===== src/rtl/putc_uart_tx.sv =====
// CU putc sink: byte FIFO feeding an 8N1 LSB-first UART transmitter.
// Optional build macro PUTC_CRLF_EN expands each 0x0A into the pair 0x0D,0x0A on the line.
module putc_uart_tx #(
  parameter int CLK_DIV   = 104,
  parameter int FIFO_LOG2 = 4
) (
  input  logic       clk,
  input  logic       rst_n,
  input  logic       putc,
  input  logic [7:0] putc_char,
  output logic       putc_ready,
  output logic       tx,
  output logic       busy,
  output logic       overflow,
  output logic [1:0] dbg_state
);
  localparam int DEPTH = 1 << FIFO_LOG2;
  localparam int CW    = (CLK_DIV > 1) ? $clog2(CLK_DIV) : 1;

  typedef enum logic [1:0] {IDLE = 2'd0, START = 2'd1, DATA = 2'd2, STOP = 2'd3} state_e;

  state_e             state_q, state_d;
  logic [CW-1:0]      baud_q, baud_d;
  logic [2:0]         bit_q, bit_d;
  logic [7:0]         shift_q, shift_d;
  logic               tx_q, tx_d;
  logic               ovf_q, ovf_d;
  logic [FIFO_LOG2:0] wr_q, wr_d, rd_q, rd_d;
  logic [7:0]         mem_q [DEPTH];
`ifdef PUTC_CRLF_EN
  logic               cr_q, cr_d;
`endif

  logic       empty, full, push, pop, baud_end;
  logic [7:0] head;

  // Handshake: a byte is taken on any posedge where putc && putc_ready; putc while
  // !putc_ready loses the byte and latches overflow. There is no back-pressure beyond that.
  assign empty    = (wr_q == rd_q);
  assign full     = (wr_q[FIFO_LOG2-1:0] == rd_q[FIFO_LOG2-1:0]) &&
                    (wr_q[FIFO_LOG2] != rd_q[FIFO_LOG2]);
  assign head     = mem_q[rd_q[FIFO_LOG2-1:0]];
  assign push     = putc && !full;
  assign baud_end = (baud_q == CW'(CLK_DIV - 1));

  always_comb begin
    state_d = state_q;
    baud_d  = baud_q;
    bit_d   = bit_q;
    shift_d = shift_q;
    tx_d    = tx_q;
    pop     = 1'b0;
`ifdef PUTC_CRLF_EN
    cr_d    = cr_q;
`endif
    ovf_d   = ovf_q | (putc & full);

    case (state_q)
      IDLE: begin
        tx_d   = 1'b1;
        baud_d = '0;
        bit_d  = '0;
        if (!empty) begin
          state_d = START;
          tx_d    = 1'b0;
`ifdef PUTC_CRLF_EN
          // LF stays at the head until its CR has gone out.
          if (head == 8'h0A && !cr_q) begin
            shift_d = 8'h0D;
            cr_d    = 1'b1;
          end else begin
            shift_d = head;
            pop     = 1'b1;
            cr_d    = 1'b0;
          end
`else
          shift_d = head;
          pop     = 1'b1;
`endif
        end
      end
      START: begin
        if (baud_end) begin
          baud_d  = '0;
          bit_d   = '0;
          state_d = DATA;
          tx_d    = shift_q[0];
        end else begin
          baud_d = baud_q + CW'(1);
        end
      end
      DATA: begin
        if (baud_end) begin
          baud_d  = '0;
          shift_d = shift_q >> 1;
          bit_d   = bit_q + 3'd1;
          if (bit_q == 3'd7) begin
            state_d = STOP;
            tx_d    = 1'b1;
          end else begin
            tx_d = shift_q[1];
          end
        end else begin
          baud_d = baud_q + CW'(1);
        end
      end
      STOP: begin
        tx_d = 1'b1;
        if (baud_end) begin
          baud_d  = '0;
          state_d = IDLE;
        end else begin
          baud_d = baud_q + CW'(1);
        end
      end
      default: state_d = IDLE;
    endcase

    wr_d = wr_q + (FIFO_LOG2 + 1)'(push);
    rd_d = rd_q + (FIFO_LOG2 + 1)'(pop);
  end

  always_ff @(posedge clk or negedge rst_n) begin
    if (!rst_n) begin
      state_q <= IDLE;
      baud_q  <= '0;
      bit_q   <= '0;
      shift_q <= '0;
      tx_q    <= 1'b1;
      ovf_q   <= 1'b0;
      wr_q    <= '0;
      rd_q    <= '0;
`ifdef PUTC_CRLF_EN
      cr_q    <= 1'b0;
`endif
    end else begin
      state_q <= state_d;
      baud_q  <= baud_d;
      bit_q   <= bit_d;
      shift_q <= shift_d;
      tx_q    <= tx_d;
      ovf_q   <= ovf_d;
      wr_q    <= wr_d;
      rd_q    <= rd_d;
`ifdef PUTC_CRLF_EN
      cr_q    <= cr_d;
`endif
    end
  end

  // Storage needs no reset: only entries between the pointers are ever read.
  always_ff @(posedge clk) begin
    if (push) mem_q[wr_q[FIFO_LOG2-1:0]] <= putc_char;
  end

  assign putc_ready = !full;
  assign tx         = tx_q;
  assign busy       = (state_q != IDLE) || !empty;
  assign overflow   = ovf_q;
  assign dbg_state  = state_q;
endmodule


===== config.mk =====
export PLATFORM = sky130hd
export DESIGN_NAME = putc_uart_tx
export DESIGN_NICKNAME = d
export VERILOG_FILES = /design/src/rtl/putc_uart_tx.sv
export SDC_FILE = /design/constraint.sdc
export NUM_CORES = 1
export LEC_CHECK = 0
export ABC_CLOCK_PERIOD_IN_PS = 6700
export CELL_PAD_IN_SITES_DETAIL_PLACEMENT = 1
export CELL_PAD_IN_SITES_GLOBAL_PLACEMENT = 1
export CORE_ASPECT_RATIO = 0.7
export CORE_MARGIN = 8
export CORE_UTILIZATION = 30
export DETAILED_ROUTE_END_ITERATION = 8
export HOLD_SLACK_MARGIN = 0.06
export PLACE_DENSITY = 0.49
export SLEW_MARGIN = 40
export SYNTH_ARGS = -nofsm -noshare
export SYNTH_HDL_FRONTEND = slang
export SYNTH_SLANG_ARGS = --single-unit

===== constraint.sdc =====
create_clock -name clk -period 6.7 [get_ports clk]
set_clock_uncertainty 0.2 [all_clocks]
set_input_delay 1.34 -clock clk [delete_from_list [all_inputs] [get_ports clk]]
set_output_delay 1.34 -clock clk [all_outputs]
set_load 0.02 [all_outputs]

# Word-level counts from Yosys, hierarchy flattened
# Memories as Yosys holds them, arrays and structs flattened.
# Index checks and enable logic that the tools add are counted.
op_classes:
  n_eq_ne: 13
  magnitude_cmp: 0
  n_shift: 0
  mux: 23
  div_mod_pow: 0
  bitwise_logic: 2
  n_addsub: 4
  n_mul: 0
  n_reduce_logical: 14
ops:
  columns: ["cell", "count"]
  rows:
  - ["2-to-1 mux 8 bit", 2]
  - ["case mux 8 bit (2 select lines)", 1]
  - ["case mux 7 bit (2 select lines)", 1]
  - ["adder 5 x 1 -> 5 bit", 2]
  - ["2-to-1 mux 2 bit", 5]
  - ["!= test 2 bit, second input constant", 5]
  - ["case mux 3 bit (3 select lines)", 1]
  - ["2-to-1 mux 1 bit", 8]
  - ["case mux 2 bit (4 select lines)", 1]
  - ["adder 7 x 1 -> 7 bit, second input constant", 1]
  - ["equality test 7 bit, second input constant", 1]
  - ["2-to-1 mux 7 bit", 1]
  - ["2-to-1 mux 3 bit", 2]
  - ["AND reduction 3 bit", 2]
  - ["equality test 5 bit", 1]
  - ["AND reduction 5 bit", 1]
  - ["equality test 2 bit, second input constant", 2]
  - ["equality test 4 bit", 1]
  - ["case mux 1 bit (4 select lines)", 1]
  - ["nonzero test 2 bit", 2]
  - ["adder 3 x 1 -> 3 bit, second input constant", 1]
  - ["equality test 3 bit, second input constant", 1]
  - ["nonzero test 3 bit", 1]
  - ["OR reduction 3 bit", 1]
  - ["9 further kinds", 11]
word_totals:
  rom_bits: 0
  latchBits: 0
  word_cells: 65
  ram_bits: 128
  register_bits: 32
  output_inout_bits: 6
  n_memories: 1
memory_table:
  columns: ["memory", "depth", "word_bits", "read_ports", "rd_ports_with_merged_regs", "wr", "line_no", "rtl"]
  rows:
  - ["mem_q", 16, 8, 1, 0, 1, "29", "logic [7:0] mem_q [DEPTH];"]

# Logic depth before layout (Yosys ltp)
logic_depth:
  depth_word: 6
  mapped_depth: 10

# Worst setup path after synthesis
# No wires, ideal clock.
synth_timing:
  path_kind: "register to output"
  startpoint: "reg state_q[0] (netlist: dbg_state[0])"
  endpoint: "out busy"
  arrival_ns: 1.557
  path_buffers: 1
  setup_slack_ns: 3.603
  path_stages_with_launch: 6
  t_required_ns: 5.160
  path_cell_list: "dfrtp_1 -> inv_1 -> ha_1 -> clkbuf_1 -> nand2_1 -> or2_2"
synth_via:
  elab_chain_cells: 2
synth_lines:
  columns: ["item", "line_no", "rtl"]
  rows:
  - ["start, declared", "22", "state_e state_q, state_d;"]
  - ["start signal, assigned", "137", "state_q <= state_d;"]
  - ["nonzero test 2 bit", "158", "assign busy = (state_q != IDLE) || !empty;"]
  - ["logical OR 1 bit", "158", null]
  - ["end, declared", "13", "output logic busy,"]
# No other way between the ends.

# Final worst setup path
layout_timing:
  startpoint: "reg rd_q[1]"
  endpoint: "out busy"
layout_via:
  elab_chain_cells: 3
layout_lines:
  columns: ["item", "line_no", "rtl"]
  rows:
  - ["start, declared", "28", "logic [FIFO_LOG2:0] wr_q, wr_d, rd_q, rd_d;"]
  - ["start signal, assigned", "144", "rd_q <= rd_d;"]
  - ["equality test 5 bit", "39", "assign empty = (wr_q == rd_q);"]
  - ["zero test 1 bit", "158", null]
  - ["logical OR 1 bit", "158", null]
# No other way between the ends.

==> metrics.cfg <==
[grt]
first_global_vias=3728
grtUsageTotal_pct=12.05
antenna_found_initial=0
grt_pass1_wl_um=24320
grt_max_degree=41
overflow=0

[worst_setup_path]
cp.arrival_ns=2.66
crit_path_start=rd_q[1]$_DFF_PN0_
critPathRequiredTime_ns=5.16
cpMaxStageDelayCell=dfrtp_2
worst-setup-path-type=reg -> out
path_buf_inv=1
cpPeakStageDelay_ns=0.71
crit_fanout=21
reg2reg_from=rd_q[1]$_DFF_PN0_
path_cells=xnor2_1, nand4_2, or2_2, clkdlybuf4s50_1
critical_path.top_delay_family=simple AND/OR/NAND/NOR gates
start_kind=flop
cp-end-kind=output pin
r2r_slack_ns=3.93

[clocking]
numCtsBuffers=17
cts_setup_buffers=0
h-tree-depth=4
cts_tree=yes
clkTransAtPathRegs_ns=0.06
cts-resized-gates=0
cts.sinks=160
ctsHoldBuffers=0
clock_path_buffers=2
clkLatencyLatePin_ns=0.42
cts-root-buf=clkbuf_16

[placed_design]
dpl_cell_area_mm2=0.007256
port-buffer-count=16
dp.cells=680
gp_congestion=0.7375
dp_hpwl_um=10800

[timing]
max_slew.worst_pin.slew_ns=0.7932
final.period_utilization_pct=62.73
finalSetupViolations=0
fin_tns_setup_ns=0
period_needed_ns=4.203
whs_ns=0.2568
slew_viol_final=0
hold_violations=0
fmaxAchievable_mhz=237.9
rsz0062_at_grt=false
relSlewSlack_pct=46.93

[floorplan]
start_util_pct=30.18
dieArea_mm2=0.02760
core-area_mm2=0.02233
die_w_um=195.2
row_count=46
die_h_um=141.4
io_pins=17

[detailed_routing]
routedWlPerCell_um=22.37
viasPerCell=4.875
firstDrtPassIters=4
ant_nets=0
wl_um=15930
drtIter0Drc=286
drc=0
via_count=3471

[cells_and_area]
fillers=2242
stdcell_count=712
final_area_mm2=0.007858
area_growth_pct=16.58
drive_above_1_share_pct=22.64
n_antenna_cell=0
multi_input_area_mm2=0.001991
seqCellArea_mm2=0.004648
num-nets-final=434

[logic_synthesis]
yosysSeqAreaShare_pct=68.93
syn_inst=389
async_flop_share_pct=20.00
synth-edff-count=128
syn_area_mm2=0.006740
synth_nets=412
ys_seq_elements=160
ys_warn_count=0
avgSynthCellArea_um2=17.33
yosysUniqueCellTypes=57
ys.flop_type=edfxtp_1

[worst_hold_path]
hold_class=reg -> reg
hp-start=overflow$_DFF_PN0_

[power_and_ir_drop]
peakVddDrop_mv=0.1780
total_leakage_power_nw=2.661
power_density_mw_per_mm2=439.9
power_w=0.003456

[outcome]
status=completed

[flow_run]
drv_cap=0

layout make-up:
type | count | area share [%]
Clock inverter | 13 | 2.086
Timing Repair Buffer | 23 | 2.707
Sequential cell | 160 | 59.16
Clock buffer | 19 | 5.510
Inverter | 13 | 0.6210
Tap cell | 288 | 4.586
Multi-Input combinational cell | 196 | 25.33
logic make-up (layout without fill, tap and decap cells):
family	count (synthesis)	count (layout)	share of synthesized area, %
compound gates	50	50	6.460
xor+xnor	16	16	2.190
fa+ha+maj	12	12	2.228
buf+inv	33	68	2.487
flops	160	160	68.93
mux	49	49	12.27
simple gates	69	69	5.439
metal layers:
metal,global-route usage [%],up-vias,wire [µm]
met4,3.222,0,46
li1,-,1581,-
met3,3.076,2,504
met5,0,-,0
met1,18.23,1854,8430
met2,16.69,34,6946
where the power goes:
part / leakage [nW] / switching (W) / internal (W)
Clock: 0.277 / 0.000399 / 0.000587
Combinational: 0.833 / 0.000615 / 0.000475
Sequential: 1.55 / 0.000142 / 0.00124
Total: 2.66 / 0.00116 / 0.00230
flip-flops by register name (all words and copies together) (netlist names):
register   flops
rd_q           5
tx             1
bit_q          3
baud_q         7
shift_q        8
dbg_state      2
wr_q           5
mem_q        128
overflow       1
synthesized netlist by cell type, types with 4 or more instances:
| master | number | share of area [%] |
|---|---|---|
| a221oi_1 | 6 | 0.78 |
| a22oi_1 | 8 | 0.89 |
| a32o_1 | 6 | 0.89 |
| buf_2 | 8 | 0.59 |
| clkbuf_1 | 5 | 0.28 |
| dfrtp_1 | 31 | 12 |
| edfxtp_1 | 128 | 57 |
| ha_1 | 12 | 2.2 |
| inv_1 | 13 | 0.72 |
| mux2_1 | 4 | 0.67 |
| mux2_2 | 12 | 2.0 |
| mux2i_1 | 8 | 1.2 |
| mux4_2 | 21 | 7.0 |
| nand2_1 | 11 | 0.61 |
| nand2b_1 | 4 | 0.37 |
| nand3_1 | 7 | 0.52 |
| nor2_1 | 18 | 1.0 |
| nor2b_1 | 5 | 0.46 |
| nor3_1 | 8 | 0.59 |
| o2bb2ai_1 | 4 | 0.52 |
| xnor2_1 | 10 | 1.3 |
| xor2_1 | 5 | 0.65 |
cells in the final DEF (no fill, tap or decap), types with 3 or more instances in the layout:
| cell | n |
|---|---|
| bufinv_16 | 3 |
| nand2_1 | 11 |
| mux4_2 | 21 |
| xor2_1 | 5 |
| ha_1 | 11 |
| nor3b_1 | 3 |
| dfrtp_1 | 29 |
| a221oi_1 | 6 |
| nand2b_1 | 4 |
| mux2i_1 | 8 |
| mux4_1 | 3 |
| xnor2_1 | 10 |
| o21ai_0 | 3 |
| nor2_2 | 8 |
| clkinvlp_4 | 4 |
| o221ai_1 | 3 |
| inv_1 | 13 |
| a32o_1 | 6 |
| mux2_2 | 12 |
| nor3_1 | 7 |
| nor2b_1 | 5 |
| nand3_1 | 7 |
| nor2_1 | 10 |
| o2111ai_1 | 3 |
| o2bb2ai_1 | 4 |
| clkbuf_16 | 17 |
| clkinv_4 | 3 |
| clkdlybuf4s50_1 | 16 |
| mux2_1 | 4 |
| buf_4 | 7 |
| a22oi_1 | 8 |
| edfxtp_1 | 128 |
worst paths after layout:
| kind | to | cells past startpoint |
|---|---|---|
| max in group asynchronous | tx$_DFFE_PN1P_ | 2 |
| hold / removal | overflow$_DFF_PN0_ | 1 |
| setup reg to reg | wr_q[4]$_DFF_PN0_ | 8 |
| setup / recovery | busy | 4 |
| min in group asynchronous | baud_q[3]$_DFF_PN0_ | 2 |
| hold reg to reg | overflow$_DFF_PN0_ | 1 |
per-stage QoR:
step	setup slack, ns	utilization (%)
after CTS	2.430	35.16
final	2.497	35.19
after global routing	2.312	35.19
after global placement	2.655	32.31
after detailed placement	2.911	32.49
after floorplan	3.603	-
No activity file was read; power rests on OpenSTA's default activity.
